--- src/rtl/fib_pkg.sv ---
`default_nettype none
// ============================================================================
// Module      : fib_pkg
// Description : Shared types and constants for the Fibonacci stream capture
//               block: control state encoding, default sizing and a
//               saturating counter helper.
// Revision    : 1.0 - initial release
// ============================================================================
package fib_pkg;

  // Control states of the capture block, explicitly two bits wide.
  typedef enum logic [1:0] {
    IDLE = 2'd0,
    RUN  = 2'd1,
    DONE = 2'd2
  } state_t;

  localparam int DEFAULT_WIDTH = 32;
  localparam int DEFAULT_N     = 10;
  localparam int DEFAULT_DEPTH = 4;

  // Ceiling of the refused-term counter.
  localparam logic [7:0] DROP_MAX = 8'hFF;

  // Increment an 8-bit counter, holding at DROP_MAX instead of wrapping.
  function automatic logic [7:0] sat_inc8(input logic [7:0] value);
    return (value == DROP_MAX) ? value : value + 8'd1;
  endfunction

endpackage : fib_pkg
`default_nettype wire

--- src/rtl/fib_fifo.sv ---
`default_nettype none
// ============================================================================
// Module      : fib_fifo
// Description : Small synchronous FIFO holding {index, term} words. Pointers
//               carry one extra wrap bit so full and empty are distinguished
//               without a separate counter. A synchronous flush empties it.
//               A push while full is discarded (no pass-through on pop).
//               The head word reads as zero whenever the FIFO is empty.
// Revision    : 1.0 - initial release
// ============================================================================
module fib_fifo #(
  parameter int DATA_W = 36,
  parameter int DEPTH  = 4
) (
  input  logic              clk,
  input  logic              rst_n,
  input  logic              flush,
  input  logic              push,
  input  logic [DATA_W-1:0] push_data,
  input  logic              pop,
  output logic [DATA_W-1:0] head_data,
  output logic              full,
  output logic              empty
);

  localparam int AW = $clog2(DEPTH);
  localparam logic [AW:0] PTR_ONE = (AW + 1)'(1);

  logic [DATA_W-1:0] mem [DEPTH];
  logic [AW:0]       wr_ptr;
  logic [AW:0]       rd_ptr;
  logic              do_push;
  logic              do_pop;

  // Same slot with differing wrap bits means every slot is occupied.
  assign full  = (wr_ptr[AW] != rd_ptr[AW]) &&
                 (wr_ptr[AW-1:0] == rd_ptr[AW-1:0]);
  assign empty = (wr_ptr == rd_ptr);

  // Flush overrides any transfer requested in the same cycle.
  assign do_push = push && !full  && !flush;
  assign do_pop  = pop  && !empty && !flush;

  // Pointer update; flush rewinds both pointers so the contents are discarded.
  always_ff @(posedge clk or negedge rst_n) begin
    if (!rst_n) begin
      wr_ptr <= '0;
      rd_ptr <= '0;
    end else if (flush) begin
      wr_ptr <= '0;
      rd_ptr <= '0;
    end else begin
      if (do_push) wr_ptr <= wr_ptr + PTR_ONE;
      if (do_pop)  rd_ptr <= rd_ptr + PTR_ONE;
    end
  end

  // Storage array; stale entries are never visible because the head is gated.
  always_ff @(posedge clk) begin
    if (do_push) mem[wr_ptr[AW-1:0]] <= push_data;
  end

  assign head_data = empty ? '0 : mem[rd_ptr[AW-1:0]];

endmodule : fib_fifo
`default_nettype wire

--- src/rtl/fib_stream_capture.sv ---
`default_nettype none
// ============================================================================
// Module      : fib_stream_capture
// Description : Accepts N Fibonacci terms under valid/ready, numbers each one,
//               checks it against the sum of the two previous accepted terms
//               (indices 0 and 1 are seeds), buffers {index, term} in a FIFO
//               for a downstream sink, then stops accepting and reports done
//               together with sticky mismatch / carry flags and a saturating
//               count of refused input cycles.
// Revision    : 1.0 - initial release
// ============================================================================
module fib_stream_capture
  import fib_pkg::*;
#(
  parameter int WIDTH = DEFAULT_WIDTH,
  parameter int N     = DEFAULT_N,
  parameter int DEPTH = DEFAULT_DEPTH
) (
  input  logic                  clk,
  input  logic                  rst_n,
  input  logic                  start,
  input  logic                  in_valid,
  input  logic [WIDTH-1:0]      in_data,
  output logic                  in_ready,
  output logic                  out_valid,
  output logic [WIDTH-1:0]      out_data,
  output logic [$clog2(N)-1:0]  out_index,
  input  logic                  out_ready,
  output logic                  done,
  output logic                  seq_err,
  output logic [$clog2(N)-1:0]  err_index,
  output logic                  wrap,
  output logic [7:0]            drop_cnt
);

  localparam int IDXW   = $clog2(N);
  localparam int FIFO_W = WIDTH + IDXW;

  localparam logic [IDXW-1:0] LAST_IDX = IDXW'(N - 1);
  localparam logic [IDXW-1:0] IDX_ONE  = IDXW'(1);

  state_t              state;
  logic [IDXW-1:0]     term_cnt;
  logic [WIDTH-1:0]    prev1;
  logic [WIDTH-1:0]    prev2;
  logic [WIDTH:0]      sum;
  logic                check_en;
  logic                mismatch;
  logic                accept;
  logic                refuse;
  logic                start_run;
  logic                fifo_full;
  logic                fifo_empty;
  logic [FIFO_W-1:0]   fifo_head;

  // A start outside RUN arms a new run and flushes whatever is still queued.
  assign start_run = start && (state != RUN);

  // Room is judged on the current occupancy only; a same-cycle pop does not help.
  assign in_ready = (state == RUN) && !fifo_full;
  assign accept   = in_valid && in_ready;
  assign refuse   = (state == RUN) && in_valid && !in_ready;

  // Expected term kept one bit wider so the carry out of WIDTH is visible.
  assign sum      = {1'b0, prev1} + {1'b0, prev2};
  assign check_en = (term_cnt > IDX_ONE);
  assign mismatch = (sum[WIDTH-1:0] != in_data);

  // Control FSM with the checker, history and counters it governs.
  always_ff @(posedge clk or negedge rst_n) begin
    if (!rst_n) begin
      state     <= IDLE;
      done      <= 1'b0;
      term_cnt  <= '0;
      prev1     <= '0;
      prev2     <= '0;
      seq_err   <= 1'b0;
      err_index <= '0;
      wrap      <= 1'b0;
      drop_cnt  <= '0;
    end else begin
      case (state)
        IDLE, DONE: begin
          if (start_run) begin
            state     <= RUN;
            done      <= 1'b0;
            term_cnt  <= '0;
            prev1     <= '0;
            prev2     <= '0;
            seq_err   <= 1'b0;
            err_index <= '0;
            wrap      <= 1'b0;
            drop_cnt  <= '0;
          end
        end
        RUN: begin
          if (accept) begin
            term_cnt <= term_cnt + IDX_ONE;
            prev2    <= prev1;
            prev1    <= in_data;
            if (check_en) begin
              // Only the first mismatch is recorded; later ones keep its index.
              if (mismatch && !seq_err) begin
                seq_err   <= 1'b1;
                err_index <= term_cnt;
              end
              if (sum[WIDTH]) wrap <= 1'b1;
            end
            if (term_cnt == LAST_IDX) begin
              state <= DONE;
              done  <= 1'b1;
            end
          end
          if (refuse) drop_cnt <= sat_inc8(drop_cnt);
        end
        default: begin
          state <= IDLE;
          done  <= 1'b0;
        end
      endcase
    end
  end

  fib_fifo #(
    .DATA_W (FIFO_W),
    .DEPTH  (DEPTH)
  ) u_fifo (
    .clk       (clk),
    .rst_n     (rst_n),
    .flush     (start_run),
    .push      (accept),
    .push_data ({term_cnt, in_data}),
    .pop       (out_ready),
    .head_data (fifo_head),
    .full      (fifo_full),
    .empty     (fifo_empty)
  );

  // The FIFO keeps draining in every state; only pushes depend on RUN.
  assign out_valid = !fifo_empty;
  assign out_data  = fifo_head[WIDTH-1:0];
  assign out_index = fifo_head[FIFO_W-1:WIDTH];

endmodule : fib_stream_capture
`default_nettype wire

--- config.mk ---
export PLATFORM = sky130hd
export DESIGN_NAME = fib_stream_capture
export DESIGN_NICKNAME = d
export VERILOG_FILES = /design/src/rtl/fib_pkg.sv /design/src/rtl/fib_fifo.sv /design/src/rtl/fib_stream_capture.sv
export SDC_FILE = /design/constraint.sdc
export NUM_CORES = 1
export LEC_CHECK = 0
export CAP_MARGIN = 25
export CORE_MARGIN = 2
export CORE_UTILIZATION = 59
export CTS_CLUSTER_DIAMETER = 200
export DETAILED_ROUTE_END_ITERATION = 8
export MAX_ROUTING_LAYER = met4
export PLACE_DENSITY = 0.78
export SYNTH_ARGS = -nofsm -noshare
export SYNTH_HDL_FRONTEND = slang
export SYNTH_SLANG_ARGS = --single-unit
--- constraint.sdc ---
create_clock -name clk -period 4.2 [get_ports clk]
set_clock_uncertainty 0.15 [all_clocks]
set_input_delay 0.84 -clock clk [delete_from_list [all_inputs] [get_ports clk]]
set_output_delay 0.84 -clock clk [all_outputs]
set_load 0.01 [all_outputs]
**Yosys cells after proc, flatten, opt, wreduce, memory -nomap -nowiden**

Memories as Yosys holds them, arrays and structs flattened.
Index checks and enable logic that the tools add are counted.

- Bits in writable memories: 144
- Bits in registers: 91
- Logic and storage cells: 100
- Bits of input ports: 37
- Memories: 1
- Output and inout port bits: 53

- Order comparisons: 1
- Add/subtract/negate cells: 5
- Mux-type cells: 39
- Reduce and logical (&&, ||, !) cells: 26
- Eq/ne operators: 17

Memories:

| memory | depth | width | read ports | clocked after memory_dff | wr ports | line | RTL |
|---|---|---|---|---|---|---|---|
| u_fifo.mem | 4 | 36 | 1 | 0 | 1 | fib_fifo.sv:29 | `logic [DATA_W-1:0] mem [DEPTH];` |

Operator list:

| cell | count |
|---|---|
| $pmux W32 S2 | 2 |
| $mux W32 | 3 |
| $mux W36 | 1 |
| $add A32 B32 Y33 | 1 |
| $ne A32 B32 Y1 | 1 |
| $mux W8 | 3 |
| $mux W4 | 5 |
| $pmux W4 S2 | 2 |
| $pmux W8 S2 | 1 |
| $mux W3 | 4 |
| $logic_and A1 B1 Y1 | 11 |
| $mux W1 | 11 |
| $ne A2 B1 Y1 const B | 5 |
| $reduce_and A5 Y1 | 2 |
| $add A8 B1 Y8 const B | 1 |
| $eq A8 B8 Y1 const B | 1 |
| $ne A2 B2 Y1 const B | 4 |
| $add A3 B1 Y3 const B | 2 |
| $mux W2 | 3 |
| $pmux W1 S2 | 3 |
| $reduce_and A3 Y1 | 2 |
| $reduce_bool A2 Y1 | 3 |
| $logic_not A1 Y1 | 5 |
| $add A4 B1 Y4 const B | 1 |
| 11 further kinds | 11 |

**Depth between registers and ports, before layout**

- Word-level depth: 9
- Gate-level depth with buffers: 14
- Mapped depth without buffers: 13

**Cells and area by module**

Synthesis repeated with hierarchy kept, for this count alone.

- Cells, all modules: 1,040
- Area, all modules: 12,314.3 um^2

Modules (own cells, without submodules):

| module | seq. area each (um^2) | cells an instance | times used | area an instance (um^2) |
|---|---|---|---|---|
| fib_stream_capture | 2,102.0 | 747 | 1 | 6,207.2 |
| fib_fifo | 4,474.3 | 293 | 1 | 6,107.1 |

**Least setup slack after synthesis**

Ideal clock, no wire load.

- Path type: register to register
- Start: reg prev1[0]
- End: reg err_index[0]
- Data arrival time: 3.107 ns
- Stages on the path, launching flop included: 15
- Slack: 0.874 ns
- Data required time: 3.981 ns
- Path buffers: 1
- Clock period less this slack: 3.326 ns
- Library setup time: 0.069 ns
- Path through: dfrtp_1 ha_1 inv_1 fa_1 nor2b_1 o31ai_2 a21oi_1 a2111oi_0 nor2_1 mux2_2 o31ai_1 or3_1 clkbuf_2 or3_1 nand3_1

- Longest elaborated chain between the ends: 5

Ends and longest elaborated chain:

| what | line | RTL |
|---|---|---|
| start: declaration | fib_stream_capture.sv:44 | `logic [WIDTH-1:0] prev1;` |
| start signal: assignment | fib_stream_capture.sv:100 | `prev1 <= in_data;` |
| $add A32 B32 Y33 | fib_stream_capture.sv:65 | `assign sum = {1'b0, prev1} + {1'b0, prev2};` |
| $ne A32 B32 Y1 | fib_stream_capture.sv:67 | `assign mismatch = (sum[WIDTH-1:0] != in_data);` |
| $logic_and A1 B1 Y1 | fib_stream_capture.sv:103 | `if (mismatch && !seq_err) begin` |
| $ne A2 B1 Y1 (no line) | n/a |  |
| $reduce_and A5 Y1 (no line) | n/a |  |
| end signal: assignment | fib_stream_capture.sv:105 | `err_index <= term_cnt;` |
| end: declaration | fib_stream_capture.sv:31 | `output logic [$clog2(N)-1:0] err_index,` |

No other way between the ends.
A chain may end at the register's enable or synchronous reset.

**Worst setup path in the final report**

Same ends and word-level chain as after synthesis.

==> implementation parameters <==
Parameter                              Value

Timing
  Hold Violations, Final    0
  Transition time of the tightest slew-check pin    about 910 ps
  Count of pins over their slew limit    0
  Max_slew headroom    39.5%
  Summed negative setup slack over all endpoints    0 ps
  Maximum frequency from static timing analysis    about 250 MHz
  Final count of negative-setup-slack endpoints    0
  Minimum clock period    around 4000 ps
  Crit share post-route    roughly 95%
  Setup slack of the critical path after layout    around 220 ps
  Setup repair after global routing missed its margin    no

Placement
  Total of buffers placed on input and output ports    between 80 and 90
  Detailed placement HPWL    between 15000 and 20000 um
  Placement-stage worst setup slack    roughly 1.9 ps
  Placer Congestion    between 0.9 and 1

Die
  Row count    between 50 and 60
  Area of the core    roughly 20000 um^2
  Die ar.    between 20000 and 25000 um^2
  Initial Utilization    59.8%
  Overall die height    ~150 um
  Number of top-level design ports    90
  Width of the die    around 150 um

Synth
  Fraction of registers with async set/reset    approximately two fifths
  Top cells by instance count after synthesis    sky130_fd_sc_hd__nand2_1 (184), sky130_fd_sc_hd__edfxtp_1 (144), sky130_fd_sc_hd__dfrtp_1 (90)
  Mapped Nets    between 1000 and 1500
  Yosys Warn Count    0
  Sequential-to-total area share from yosys stat    54.5%
  Most frequent cell after synthesis    sky130_fd_sc_hd__nand2_1
  Post-synthesis cell type count    between 80 and 90
  Post-Syn Area    12100 um^2
  Flip-flop and latch count after synthesis    between 200 and 250
  Cell types occupying the most area after synthesis    sky130_fd_sc_hd__edfxtp_1 (36%), sky130_fd_sc_hd__dfrtp_1 (19%), sky130_fd_sc_hd__mux4_2 (6.7%)
  Mapped Cells    1058
  Primary FF master, synth    sky130_fd_sc_hd__edfxtp_1
  Area fraction of the dominant cell type after synthesis    35.8%
  Number of synthesized flops with an enable pin    ~140
  Synthesized area per cell    about 11 um^2
  Cell type with the highest aggregate area in the netlist    sky130_fd_sc_hd__edfxtp_1

GRT
  Antenna violations before repair    0
  Overall routing resource usage    approximately 28%
  Number of global-route vias before repair    8566
  Maximum number of pins on one net before global-route repair    72
  Wire length of the first global-routing pass    46700 um
  Overall overflow remaining after global route    0

Drt
  Count of nets left with antenna violations after detail routing    0
  First-pass iteration count of the detailed router    6
  Vias per inst    slightly above 6
  Total length of routed wires    just under 30000 um
  DR vias    8852
  Routed wire per std cell    ~20 um
  DRC violation total after the first TritonRoute iteration    about 750
  Drt drc    0

Final layout
  Proportion of layout cells with a drive suffix above 1    between 10% and 20%
  Fillcell total    ~1400
  Layout-stage area growth over the synthesis result    17.2%
  Number of inserted diodes    0
  Layout Nets    ~1200
  Flip-flop and latch area    roughly 6600 um^2
  Multi-input logic area    about 5200 um^2

Critical path
  Reg-to-reg endpoint    err_index[0]
  Data required time of the worst path    4500 ps
  Setup Crit Path Kind    reg -> reg
  Arrival time of data at the critical path endpoint    about 4300 ps
  Worst Setup End Kind    flop
  Number of cells traversed by the worst register-to-register path    13
  Maximum fanout count along the critical path    9
  Setup slack of the worst register-to-register path    between 200 and 250 ps
  Beginning of the worst register-to-register path    prev1[0]
  Critical path startpoint category    flop

Power
  Share of power burned in registers    30.3%
  PD cells    813 nW/um^2
  Net switching power    4550 uW
  Clock power share    a little under a fifth
  Switching Fraction    slightly below 40%
  Peak supply drop    roughly 500 uV
  Cell-internal power    a little under 7000 uW
  Leakage dissipation    0.00559 uW
  Portion of total power attributed to combinational logic    about half

Worst hold path
  Worst hold path type    in -> async

Clocking
  Buffers inserted during post-CTS setup optimization    0
  Root buf cell    sky130_fd_sc_hd__clkbuf_16
  Clock transition at path regs    60 ps
  Clock buffer count from CTS    24
  Htree depth    1
  Hold Buf Count CTS    0
  Maximum root-to-sink buffer count    3
  Number of resized instances in the post-cts repair step    0
  Sink count of the clock tree    234
  Worst-Skew Late Latency    around 520 ps
  TritonCTS clock tree    yes

Run status
  Outcome    complete, no violations

Flow run
  Number of maximum-capacitance violations    0
-- metal layers --
metal	global-route usage [%]	vias up	share of wire (%)
met5	-	-	0
li1	-	4071	-
met1	41.0	4378	45
met3	3.39	54	6.1
met4	6.63	0	2.2
met2	43.2	349	47
-- worst max path at each step --
stage,startpoint,slack (ps),endpoint,cells after the start
2_1_floorplan,prev1[0],870,err_index[0],14
3_3_place_gp,in_data[18],110,err_index[0],10
3_5_place_dp,in_data[30],2,err_index[0],11
4_1_cts,prev1[0],290,err_index[0],13
5_1_grt,prev1[0],10,err_index[0],13
6_report,prev1[0],220,err_index[0],13
-- cell type report --
class | instances | area share [%]
clock inverters | 14 | 1.11
repair buffers | 120 | 8.11
multi-input cells | 750 | 36.7
well taps | 270 | 2.39
clock buffers | 30 | 4.70
inverters | 17 | 0.451
flip-flops and latches | 234 | 46.5
-- logic make-up after synthesis --
family | synth area share (%)
simple gates | 17.5
flops | 54.5
compound gates | 9.90
buf+inv | 2.62
xor+xnor | 3.70
mux | 7.32
fa+ha+maj | 4.42
-- power groups by stage --
stage / logic (uW) / clock network, uW / registers (uW)
finish: 5820 / 2190 / 3480
detailed placement: 5750 / 0 / 3500
global placement: 5680 / 0 / 3480
CTS: 5810 / 2220 / 3470
global route: 6390 / 2310 / 3550
floorplan: 3900 / 0 / 3390
-- cell usage in the layout (no fill, tap or decap), types with 4 or more instances in the layout --
cell / instances
sky130_fd_sc_hd__nand2_1: 183
sky130_fd_sc_hd__edfxtp_1: 144
sky130_fd_sc_hd__dfrtp_1: 89
sky130_fd_sc_hd__clkdlybuf4s50_1: 88
sky130_fd_sc_hd__nand3_1: 78
sky130_fd_sc_hd__nor2_1: 46
sky130_fd_sc_hd__nor2b_1: 42
sky130_fd_sc_hd__ha_1: 41
sky130_fd_sc_hd__a21oi_1: 40
sky130_fd_sc_hd__o21ai_0: 36
sky130_fd_sc_hd__mux4_2: 36
sky130_fd_sc_hd__buf_4: 30
sky130_fd_sc_hd__xnor2_1: 27
sky130_fd_sc_hd__clkbuf_16: 25
sky130_fd_sc_hd__xor2_1: 24
sky130_fd_sc_hd__inv_1: 17
sky130_fd_sc_hd__nor3_1: 15
sky130_fd_sc_hd__a21o_1: 14
sky130_fd_sc_hd__nand4_1: 14
sky130_fd_sc_hd__o21a_1: 13
sky130_fd_sc_hd__or3_1: 11
sky130_fd_sc_hd__nor4_1: 9
sky130_fd_sc_hd__and4_1: 7
sky130_fd_sc_hd__a211oi_1: 7
sky130_fd_sc_hd__o31ai_1: 6
sky130_fd_sc_hd__and3_2: 6
sky130_fd_sc_hd__o211ai_1: 5
sky130_fd_sc_hd__mux2i_1: 5
sky130_fd_sc_hd__o21ai_1: 4
sky130_fd_sc_hd__and3_1: 4
-- per-stage QoR --
step           power [uW]  hold WS, ps  cells  utilization, %  instance area (um^2)
2_1_floorplan        7290          317   1058               -                 12100
6_report            11500          229   1435            70.1                 14100
3_5_place_dp         9250          330   1391            66.0                 13300
4_1_cts             11500          239   1435            70.1                 14100
5_1_grt             12200          276   1435            70.1                 14100
3_3_place_gp         9150          333   1391            66.0                 13300
-- critical path, cell delays in order (launching register included) --
cell                        delay (ps)
sky130_fd_sc_hd__dfrtp_1           380
sky130_fd_sc_hd__ha_1              240
sky130_fd_sc_hd__inv_1              70
sky130_fd_sc_hd__fa_1              420
sky130_fd_sc_hd__nor2b_1           230
sky130_fd_sc_hd__o31ai_2           150
sky130_fd_sc_hd__a211oi_1          430
sky130_fd_sc_hd__nor2_1            220
sky130_fd_sc_hd__o2111a_1          290
sky130_fd_sc_hd__nor4_1            290
sky130_fd_sc_hd__and4_1            250
sky130_fd_sc_hd__o2111ai_2         260
sky130_fd_sc_hd__or3_1             450
sky130_fd_sc_hd__nand3_1            90
-- sequential cells by signal, indices dropped and copies added (netlist names), 3 cells and up --
signal,cells
term_cnt,4
u_fifo.wr_ptr,3
err_index,4
u_fifo.mem,144
prev2,32
u_fifo.rd_ptr,3
drop_cnt,8
prev1,32
No activity file was read; power rests on OpenSTA's default activity.
